<file path="src/rtl/seven_seg_pkg.sv">
// Shared definitions for the BCD counter / 7-segment display slice:
// cathode patterns (a..g, active-low), the BCD digit type and the decoder.
package seven_seg_pkg;

    typedef logic [3:0] bcd_digit_t;

    // Cathode patterns, index 0 = segment a ... index 6 = segment g, 0 = lit
    localparam logic [0:6] SEG_BLANK = 7'b1111111;
    localparam logic [0:6] SEG_0     = 7'b0000001;
    localparam logic [0:6] SEG_1     = 7'b1001111;
    localparam logic [0:6] SEG_2     = 7'b0010010;
    localparam logic [0:6] SEG_3     = 7'b0000110;
    localparam logic [0:6] SEG_4     = 7'b1001100;
    localparam logic [0:6] SEG_5     = 7'b0100100;
    localparam logic [0:6] SEG_6     = 7'b0100000;
    localparam logic [0:6] SEG_7     = 7'b0001111;
    localparam logic [0:6] SEG_8     = 7'b0000000;
    localparam logic [0:6] SEG_9     = 7'b0000100;

    // Non-BCD codes (10..15) show nothing rather than a garbage glyph
    function automatic logic [0:6] bcd_to_seg(input bcd_digit_t d);
        logic [0:6] v_seg;
        case (d)
            4'd0:    v_seg = SEG_0;
            4'd1:    v_seg = SEG_1;
            4'd2:    v_seg = SEG_2;
            4'd3:    v_seg = SEG_3;
            4'd4:    v_seg = SEG_4;
            4'd5:    v_seg = SEG_5;
            4'd6:    v_seg = SEG_6;
            4'd7:    v_seg = SEG_7;
            4'd8:    v_seg = SEG_8;
            4'd9:    v_seg = SEG_9;
            default: v_seg = SEG_BLANK;
        endcase
        return v_seg;
    endfunction

endpackage

</file>
<file path="src/rtl/bcd_digit_updown.sv">
// One BCD digit of the up/down counter. A digit steps only when its
// carry_in is high; carry_out ripples combinationally to the next digit so
// the whole counter settles within one cycle. Load has priority over a step.
module bcd_digit_updown
    import seven_seg_pkg::*;
(
    input  logic       clk,
    input  logic       reset,
    input  logic       i_load,
    input  bcd_digit_t i_load_value,
    input  logic       i_inc,
    input  logic       i_dec,
    input  logic       i_carry_in,
    output logic       o_carry_out,
    output bcd_digit_t o_digit
);

    bcd_digit_t r_digit;

    // Carry on 9->0 when counting up, borrow on 0->9 when counting down
    assign o_carry_out = i_carry_in &
                         ((i_inc & (r_digit == 4'd9)) | (i_dec & (r_digit == 4'd0)));
    assign o_digit     = r_digit;

    // Digit register: load (non-BCD nibbles become 0), else step on carry_in
    always_ff @(posedge clk) begin
        if (reset) begin
            r_digit <= 4'd0;
        end else if (i_load) begin
            r_digit <= (i_load_value > 4'd9) ? 4'd0 : i_load_value;
        end else if (i_carry_in && i_inc) begin
            r_digit <= (r_digit == 4'd9) ? 4'd0 : r_digit + 4'd1;
        end else if (i_carry_in && i_dec) begin
            r_digit <= (r_digit == 4'd0) ? 4'd9 : r_digit - 4'd1;
        end
    end

endmodule

</file>
<file path="src/rtl/seven_seg_bcd_counter_mux.sv">
// N-digit BCD up/down counter with prescaled count rate, parallel load,
// full-scale wrap pulse and a time-multiplexed common-anode display scan.
// Optional build macro SEVEN_SEG_LEADING_ZERO_BLANK_EN blanks leading zero
// digits (digit 0 is always shown).
module seven_seg_bcd_counter_mux
    import seven_seg_pkg::*;
#(
    parameter int NUM_DIGITS  = 4,
    parameter int TICK_DIV    = 100000000,
    parameter int REFRESH_DIV = 100000
) (
    input  logic                    clk,
    input  logic                    reset,
    input  logic                    en,
    input  logic                    up_down,
    input  logic                    load,
    input  logic [4*NUM_DIGITS-1:0] load_value,
    output logic [4*NUM_DIGITS-1:0] count_bcd,
    output logic                    wrap,
    output logic [NUM_DIGITS-1:0]   an,
    output logic [0:6]              seg,
    output logic                    dp
);

    localparam int PW = (TICK_DIV    > 1) ? $clog2(TICK_DIV)    : 1;
    localparam int RW = (REFRESH_DIV > 1) ? $clog2(REFRESH_DIV) : 1;
    localparam int IW = (NUM_DIGITS  > 1) ? $clog2(NUM_DIGITS)  : 1;

    logic [PW-1:0]         r_presc;
    logic [RW-1:0]         r_refresh;
    logic [IW-1:0]         r_idx;
    logic                  r_wrap;
    logic [NUM_DIGITS-1:0] r_an;
    logic [0:6]            r_seg;

    logic                  w_tick;
    logic                  w_refresh_tc;
    logic [NUM_DIGITS:0]   w_carry;
    bcd_digit_t            w_digit [NUM_DIGITS];
    logic [NUM_DIGITS-1:0] w_an_next;
    logic [0:6]            w_seg_next;

    assign w_tick       = en && (r_presc == PW'(TICK_DIV - 1));
    assign w_refresh_tc = (r_refresh == RW'(REFRESH_DIV - 1));

    // Prescaler: free-runs while enabled, frozen when not, restarts on load
    always_ff @(posedge clk) begin
        if (reset || load) begin
            r_presc <= '0;
        end else if (en) begin
            r_presc <= w_tick ? '0 : r_presc + PW'(1);
        end
    end

    // Digit chain: the tick enters digit 0 and ripples up as carry/borrow
    assign w_carry[0] = w_tick;

    for (genvar k = 0; k < NUM_DIGITS; k++) begin : g_digit
        bcd_digit_updown u_digit (
            .clk          (clk),
            .reset        (reset),
            .i_load       (load),
            .i_load_value (load_value[4*k +: 4]),
            .i_inc        (up_down),
            .i_dec        (~up_down),
            .i_carry_in   (w_carry[k]),
            .o_carry_out  (w_carry[k+1]),
            .o_digit      (w_digit[k])
        );
        assign count_bcd[4*k +: 4] = w_digit[k];
    end

    // Wrap pulse: carry/borrow out of the top digit on a tick that load did not override
    always_ff @(posedge clk) begin
        if (reset) begin
            r_wrap <= 1'b0;
        end else begin
            r_wrap <= w_carry[NUM_DIGITS] && !load;
        end
    end

    // Refresh counter and scan index: run continuously, independent of en
    always_ff @(posedge clk) begin
        if (reset) begin
            r_refresh <= '0;
            r_idx     <= '0;
        end else begin
            r_refresh <= w_refresh_tc ? '0 : r_refresh + RW'(1);
            if (w_refresh_tc) begin
                r_idx <= (r_idx == IW'(NUM_DIGITS - 1)) ? '0 : r_idx + IW'(1);
            end
        end
    end

`ifdef SEVEN_SEG_LEADING_ZERO_BLANK_EN
    logic [NUM_DIGITS-1:0] w_lead_zero;

    // w_lead_zero[k]: digit k and every digit above it are zero
    always_comb begin
        logic v_run;
        v_run       = 1'b1;
        w_lead_zero = '0;
        for (int k = NUM_DIGITS - 1; k >= 0; k--) begin
            v_run          = v_run && (w_digit[k] == 4'd0);
            w_lead_zero[k] = v_run;
        end
    end
`endif

    // Next anode/cathode pattern for the digit currently selected by the scan
    always_comb begin
        bcd_digit_t v_cur;
        logic       v_blank;
        w_an_next = '1;
        v_cur     = 4'd0;
        v_blank   = 1'b0;
        for (int k = 0; k < NUM_DIGITS; k++) begin
            if (r_idx == IW'(k)) begin
                w_an_next[k] = 1'b0;
                v_cur        = w_digit[k];
`ifdef SEVEN_SEG_LEADING_ZERO_BLANK_EN
                v_blank      = (k != 0) && w_lead_zero[k];
`endif
            end
        end
        w_seg_next = v_blank ? SEG_BLANK : bcd_to_seg(v_cur);
    end

    // Registered display outputs: all segments and anodes off during reset
    always_ff @(posedge clk) begin
        if (reset) begin
            r_an  <= '1;
            r_seg <= SEG_BLANK;
        end else begin
            r_an  <= w_an_next;
            r_seg <= w_seg_next;
        end
    end

    assign an   = r_an;
    assign seg  = r_seg;
    assign wrap = r_wrap;
    assign dp   = 1'b1;

endmodule

</file>
<file path="config.mk">
export PLATFORM = sky130hd
export DESIGN_NAME = seven_seg_bcd_counter_mux
export DESIGN_NICKNAME = d
export VERILOG_FILES = /design/src/rtl/seven_seg_pkg.sv /design/src/rtl/bcd_digit_updown.sv /design/src/rtl/seven_seg_bcd_counter_mux.sv
export SDC_FILE = /design/constraint.sdc
export NUM_CORES = 1
export LEC_CHECK = 0
export CAP_MARGIN = 10
export CORE_UTILIZATION = 57
export DETAILED_ROUTE_END_ITERATION = 10
export PLACE_DENSITY = 0.81
export SYNTH_ARGS = -nofsm -noshare
export SYNTH_HDL_FRONTEND = slang
export SYNTH_SLANG_ARGS = --single-unit
</file>
<file path="constraint.sdc">
create_clock -name clk -period 2.9 [get_ports clk]
set_clock_uncertainty 0.15 [all_clocks]
set_input_delay 0.435 -clock clk [delete_from_list [all_inputs] [get_ports clk]]
set_output_delay 0.435 -clock clk [all_outputs]
set_load 0.05 [all_outputs]
</file>
# --- Word-level counts from Yosys, hierarchy flattened ---
# Memory sizes are Yosys's and may differ from the RTL's. A register that Yosys moved wholly into a read port is not among the register bits.
# Cells that the tools add are included.
totals:
  regBits: 67
  romBits: 112
  input_bits: 21
  out_inout_bits: 29
  elab_cells: 107
  memories: 1
classes:
  add_sub_neg: 11
  magnitude_cmp: 4
  eq_ne: 9
  muxes: 34
  bitwise_logic: 17
  n_reduce_logical: 22
mem_list:
  columns: ["name", "words", "word_bits", "read_ports", "rd_ports_with_merged_regs", "write_ports", "line", "source"]
  rows:
  - ["(name not given)", 16, 7, 1, 1, 0, "seven_seg_pkg.sv:23", "case (d)"]
ops:
  columns: ["cell", "n"]
  rows:
  - ["$mux 4", 28]
  - ["$add 27x1->27 const B", 1]
  - ["$eq 27x27->1 const B", 1]
  - ["$mux 27", 1]
  - ["$add 17x1->17 const B", 1]
  - ["$eq 17x17->1 const B", 1]
  - ["$add 4x1->4 const B", 4]
  - ["$eq 4x4->1 const B", 4]
  - ["$gt 4x4->1 const B", 4]
  - ["$logic_not 4->1", 4]
  - ["$sub 4x1->4 const B", 4]
  - ["$and 1x1->1", 12]
  - ["$reduce_bool 3->1", 4]
  - ["$logic_and 1x1->1", 10]
  - ["$eq 2x2->1 const B", 2]
  - ["$mux 1", 4]
  - ["$or 1x1->1", 4]
  - ["$add 2x1->2 const B", 1]
  - ["$eq 2x1->1 const B", 1]
  - ["$logic_not 2->1", 1]
  - ["$mux 2", 1]
  - ["$reduce_or 2->1", 1]
  - ["$logic_not 1->1", 1]
  - ["$logic_or 1x1->1", 1]
  - ["$not 1->1", 1]

# --- Longest topological paths before layout ---
logic_depth:
  word_depth: 10
  mapped_depth: 11
  depth_no_buf: 11

# --- Modules after synthesis ---
# A second synthesis with hierarchy kept.
hier_totals:
  hier_cells: 481
  area_unflattened_um2: 4294.1
modules_own_cells:
  columns: ["module", "instances", "cells_per_inst", "area_per_inst_um2", "seq_area_each_um2"]
  rows:
  - ["seven_seg_bcd_counter_mux", 1, 313, 2827.7, 1161.1]
  - ["bcd_digit_updown", 4, 42, 366.6, 80.1]

# --- Worst setup path after synthesis ---
# OpenSTA, ideal clock, no wires.
synth_timing:
  kind: "register -> register"
  startpoint: "register g_digit[0].u_digit.r_digit[1]"
  endpoint: "register r_seg, in the netlist seg[4]"
  setup_ns: 0.070
  t_arrival_ns: 2.486
  required_time_ns: 2.680
  setup_slack_ns: 0.194
  stages_incl_launch_ff: 9
  n_path_buf: 1
  period_less_slack_ns: 2.706
  cell_sequence: "dfxtp_1 -> clkbuf_1 -> nor2b_1 -> a221oi_1 -> o31ai_1 -> inv_1 -> ha_1 -> mux2_2 -> a21oi_1"
synth_via:
  elab_chain_cells: 4
synth_rtl:
  columns: ["item", "line", "source"]
  rows:
  - ["start, declared", "bcd_digit_updown.sv:18", "bcd_digit_t r_digit;"]
  - ["start signal, assigned", "bcd_digit_updown.sv:30", "r_digit <= (i_load_value > 4'd9) ? 4'd0 : i_load_value;"]
  - ["start signal, assigned", "bcd_digit_updown.sv:32", "r_digit <= (r_digit == 4'd9) ? 4'd0 : r_digit + 4'd1;"]
  - ["start signal, assigned", "bcd_digit_updown.sv:34", "r_digit <= (r_digit == 4'd0) ? 4'd9 : r_digit - 4'd1;"]
  - ["$mux 4 (4 in a row)", "seven_seg_bcd_counter_mux.sv:118", "if (r_idx == IW'(k)) begin"]
  - ["end, declared", "seven_seg_bcd_counter_mux.sv:34", "logic [0:6] r_seg;"]
# No other way between the ends.
# A chain may end at the register's enable or synchronous reset.

# --- Final worst setup path ---
layout_timing:
  startpoint: "register r_presc[0]"
  endpoint: "register g_digit[2].u_digit.r_digit[3]"
layout_via:
  elab_chain_cells: 7
  elab_cells_between_ends: 9
  cone_classes: "eq/ne: 1; mux: 2; bitwise: 2; reduce/logical: 4"
layout_rtl:
  columns: ["item", "line", "source"]
  rows:
  - ["start, declared", "seven_seg_bcd_counter_mux.sv:29", "logic [PW-1:0] r_presc;"]
  - ["start signal, assigned", "seven_seg_bcd_counter_mux.sv:51", "r_presc <= w_tick ? '0 : r_presc + PW'(1);"]
  - ["$eq 27x27->1 (*)", "seven_seg_bcd_counter_mux.sv:43", "assign w_tick = en && (r_presc == PW'(TICK_DIV - 1));"]
  - ["$logic_and 1x1->1 (*)", "seven_seg_bcd_counter_mux.sv:43", null]
  - ["$and 1x1->1 (*) (2 in a row)", "bcd_digit_updown.sv:21", "assign o_carry_out = i_carry_in &"]
  - ["$logic_and 1x1->1", "bcd_digit_updown.sv:31", "end else if (i_carry_in && i_inc) begin"]
  - ["$mux 4", "bcd_digit_updown.sv:31", null]
  - ["$mux 4", "bcd_digit_updown.sv:29", "end else if (i_load) begin"]
  - ["end signal, assigned", "bcd_digit_updown.sv:30", null]
  - ["end signal, assigned", "bcd_digit_updown.sv:32", null]
  - ["end signal, assigned", "bcd_digit_updown.sv:34", null]
  - ["end, declared", "bcd_digit_updown.sv:18", null]
# Every way passes the cells marked *; elsewhere a longest branch is shown, timed or not.

==> results by stage <==
Status:
- The run finished with clean final reports.

Place:
- The post-place setup slack is about 0.008 ns.
- The estimated wirelength of the detail-placed design is between 7000 and 8000 um.
- Buffers placed on the I/O ports in this run total 48.
- Routability-driven placement finished with a final weighted congestion of around 0.95.

Power and ir drop:
- Power spread over the standard cell area amounts to ~440 mW/mm^2.
- The largest voltage drop on the vdd net is around 0.26 mV.
- The leakage power is 1.82 nW.

Timing:
- The final-report max-slew violation count came to 0.
- The final setup violation count is 0.
- For the final routed database, the setup TNS stands at 0 ns.
- Derived from the worst setup path, the maximum achievable clock frequency is just under 0.4 GHz.
- The worst path meets setup with 0.333 ns of slack.
- Setup repair after global routing left no endpoint under its margin.
- The shortest period the worst path allows is between 2 and 3 ns.
- The worst slew slack as a fraction of its limit is about three fifths.
- The count of endpoints failing hold in the final timing report is 0.
- The worst path uses between 80% and 90% of the clock period.
- The slew at the pin with the worst max-slew slack is 0.606 ns.

Setup path:
- Data arrives at the worst endpoint at 2.72 ns.
- The worst register-to-register path has a setup slack of roughly 0.33 ns.
- The critical path class is reg2reg.
- The worst setup path is launched from a register.
- The largest fanout on the critical path is 8.
- The category of the worst setup path capture point is a register.
- The worst endpoint required time is just over 3 ns.

Synth:
- By count the netlist is led by sky130_fd_sc_hd__dfxtp_1, sky130_fd_sc_hd__nor2_1, sky130_fd_sc_hd__nand2_1.
- Of the synthesized area, sequential elements account for 33.9%.
- Averaged over all synthesized cells, the footprint is about 8.1 um^2.
- The net count after synthesis is around 570.
- The cell area after synthesis is 0.00437 mm^2.
- Summed over all instances, the cell type with the most area after synthesis is sky130_fd_sc_hd__dfxtp_1.
- The leading register cell type out of synthesis is sky130_fd_sc_hd__dfxtp_1.
- The proportion of register bits with asynchronous set or reset after synthesis is 0%.
- The number of instances in the synthesized netlist is 540.
- The fraction of post-synthesis cell area in the top cell type by area is 33.9%.
- Among all cell types in the netlist, the one instantiated most often is sky130_fd_sc_hd__dfxtp_1.
- After synthesis, the netlist uses 71 different library cells.
- By area the synthesized netlist is led by sky130_fd_sc_hd__dfxtp_1, sky130_fd_sc_hd__nor2_1, sky130_fd_sc_hd__xor2_1, sky130_fd_sc_hd__nand2_1, sky130_fd_sc_hd__a21oi_1.
- The Yosys step of the flow raised 0 warnings.
- Synthesis inferred 74 register bits.
- The synthesized design contains 0 enable-type register cells.

Final layout:
- The synthesis-to-finish area growth is 17.8%.
- The diode insertion count for antenna repair is 0.
- In the final layout, the multi-input gates occupy 0.00268 mm^2.
- For this run, the post-layout net count is around 620.
- Summing all flip-flop and latch instances after layout gives between 0.001 and 0.0015 mm^2.
- The count of fill cells added during filler insertion is between 500 and 600.
- The layout cell share with drive strength beyond 1 is 8.50%.

Die:
- The floorplan has 31 rows.
- The floorplan die width is between 80 and 90 um.
- The area of the core is around 0.0073 mm^2.
- The initial utilization of the core area, before any placement, comes to ~60%.
- The die covers 0.00801 mm^2.
- The number of placed I/O pins is 50.
- The die height is about 90 um.

GRT:
- The initial antenna violation count is 0.
- The via count of the first global-routing pass is 3593.
- Entering global routing, the biggest net connects 25 pins.
- After global routing the overflow that remains totals 0.
- Global routing used a little over a quarter of the available tracks.
- The global-route wire length before repair is approximately 16000 um.

Detailed routing:
- The detail-routed via count per cell is 5.87.
- The average detailed-routed wire length per instance is around 15 um.
- The detailed router finished its first iteration with about 210 violations.
- For this run, the detailed router's first-pass iteration total came to 4.
- The detail route stage leaves a number of antenna-violating nets equal to 0.
- After detailed routing, the number of remaining DRC violations is 0.
- The detailed-route wire length is 10200 um.
- The vias after detailed routing is slightly above 4k.

Clock network:
- Post-CTS timing repair inserted 0 buffers for setup.
- The clock passes through at most 2 buffers.
- The H-tree generated during clock tree synthesis spans 3 levels.
- The TritonCTS clock tree is yes.
- Clock-pin slew was measured on the worst setup and hold paths at approximately 0.080 ns.
- The number of buffers inserted for hold repair after clock tree synthesis is 0.
- The number of sinks handled by clock tree synthesis is 74.
- The later pin in the worst-skew pair is clocked with a latency of between 0.3 and 0.4 ns.
- The number of buffers created by CTS is 9.
- The tree is rooted in a sky130_fd_sc_hd__clkbuf_8.
- The number of instances resized during post-cts repair is 0.

Min path:
- The path class of the tightest hold or removal check is reg2reg.

Run:
- The max-cap check violation count is 0.
layout make-up:
| cell class | count | share of cell area (%) |
|---|---|---|
| Multi-Input combinational cell | 419 | 52.2 |
| Sequential cell | 74 | 28.8 |
| Timing Repair Buffer | 62 | 11.4 |
| Clock buffer | 11 | 2.75 |
| Tap cell | 99 | 2.41 |
| Inverter | 17 | 1.24 |
| Clock inverter | 5 | 1.22 |
through the flow:
| stage | std cells | hold WS [ns] | util, % | total power [mW] | area [um^2] |
|---|---|---|---|---|---|
| 6_report | 687 | 0.325 | 70.1 | 2.24 | 5140 |
| 5_1_grt | 687 | 0.355 | 70.1 | 2.33 | 5140 |
| 4_1_cts | 687 | 0.326 | 70.1 | 2.25 | 5140 |
| 3_5_place_dp | 671 | 0.308 | 67.3 | 1.43 | 4940 |
| 3_3_place_gp | 671 | 0.294 | 67.3 | 1.42 | 4940 |
| 2_1_floorplan | 540 | 0.280 | - | 1.31 | 4370 |
sequential cells by signal (all words and copies together), names as in the netlist:
signal                   count
seg                          7
wrap                         1
r_presc                     27
r_refresh                   17
g_digit.u_digit.o_digit     16
r_idx                        2
an                           4
cells by family (layout without fill, tap and decap cells):
logic type	count (synthesis)	count (layout)	synth area share, %
compound gates	104	104	15.5
fa+ha+maj	12	12	3.44
buf+inv	47	95	4.61
other cells	1	1	0.0859
mux	7	7	1.63
simple gates	250	250	31.8
flops	74	74	33.9
xor+xnor	45	45	9.03
cells in the final DEF, fill, tap and decap left out, drive strengths merged, types with 3 or more instances in the layout:
cell type	instances
nand3	25
and4	8
a221oi	4
nor4	9
nor3	19
or3	7
and2	4
clkdlybuf4s50	48
o31ai	3
a31oi	4
mux2i	6
nor2	68
o21ai	21
o31a	3
a311oi	4
nand4	14
and3	11
xor2	27
o211ai	3
ha	12
a21oi	33
dfxtp	74
or2	6
nand2	46
buf	14
nand3b	6
nor4b	4
inv	17
xnor2	18
o2111ai	3
o21a	4
nand2b	9
a211oi	5
clkbuf	11
nor2b	5
path summary, 6_finish.rpt:
path / end / depth (start not counted) / start
hold / removal: r_refresh[0] / 1 / r_refresh[0]
setup reg to reg: g_digit[2].u_digit.o_digit[3] / 7 / r_presc[0]
hold reg to reg: r_refresh[0] / 1 / r_refresh[0]
setup / recovery: g_digit[2].u_digit.o_digit[3] / 7 / r_presc[0]
metal layers:
layer / GRT usage [%] / up-vias / wire (um)
met5: 0 / - / 0
met4: 9.67 / 0 / 180
met3: 5.54 / 13 / 510
met2: 42.9 / 123 / 4680
met1: 34.8 / 1890 / 4820
li1: - / 2006 / -
power breakdown:
| group | total [mW] | internal, mW | leakage (nW) | switching [mW] |
|---|---|---|---|---|
| sequential | 1.08 | 1.04 | 0.602 | 0.0424 |
| clock | 0.833 | 0.426 | 0.0962 | 0.407 |
| combinational | 0.324 | 0.131 | 1.12 | 0.193 |
| total | 2.24 | 1.60 | 1.82 | 0.642 |
critical path, stage by stage, from the launching register on:
cell                       delay (ns)
sky130_fd_sc_hd__dfxtp_1         0.36
sky130_fd_sc_hd__ha_1            0.30
sky130_fd_sc_hd__and4_1          0.33
sky130_fd_sc_hd__nand4_4         0.22
sky130_fd_sc_hd__nor4_4          0.47
sky130_fd_sc_hd__a31oi_1         0.16
sky130_fd_sc_hd__a311oi_1        0.34
sky130_fd_sc_hd__o31a_1          0.18
Note: power is estimated with default switching activity, not from simulation.
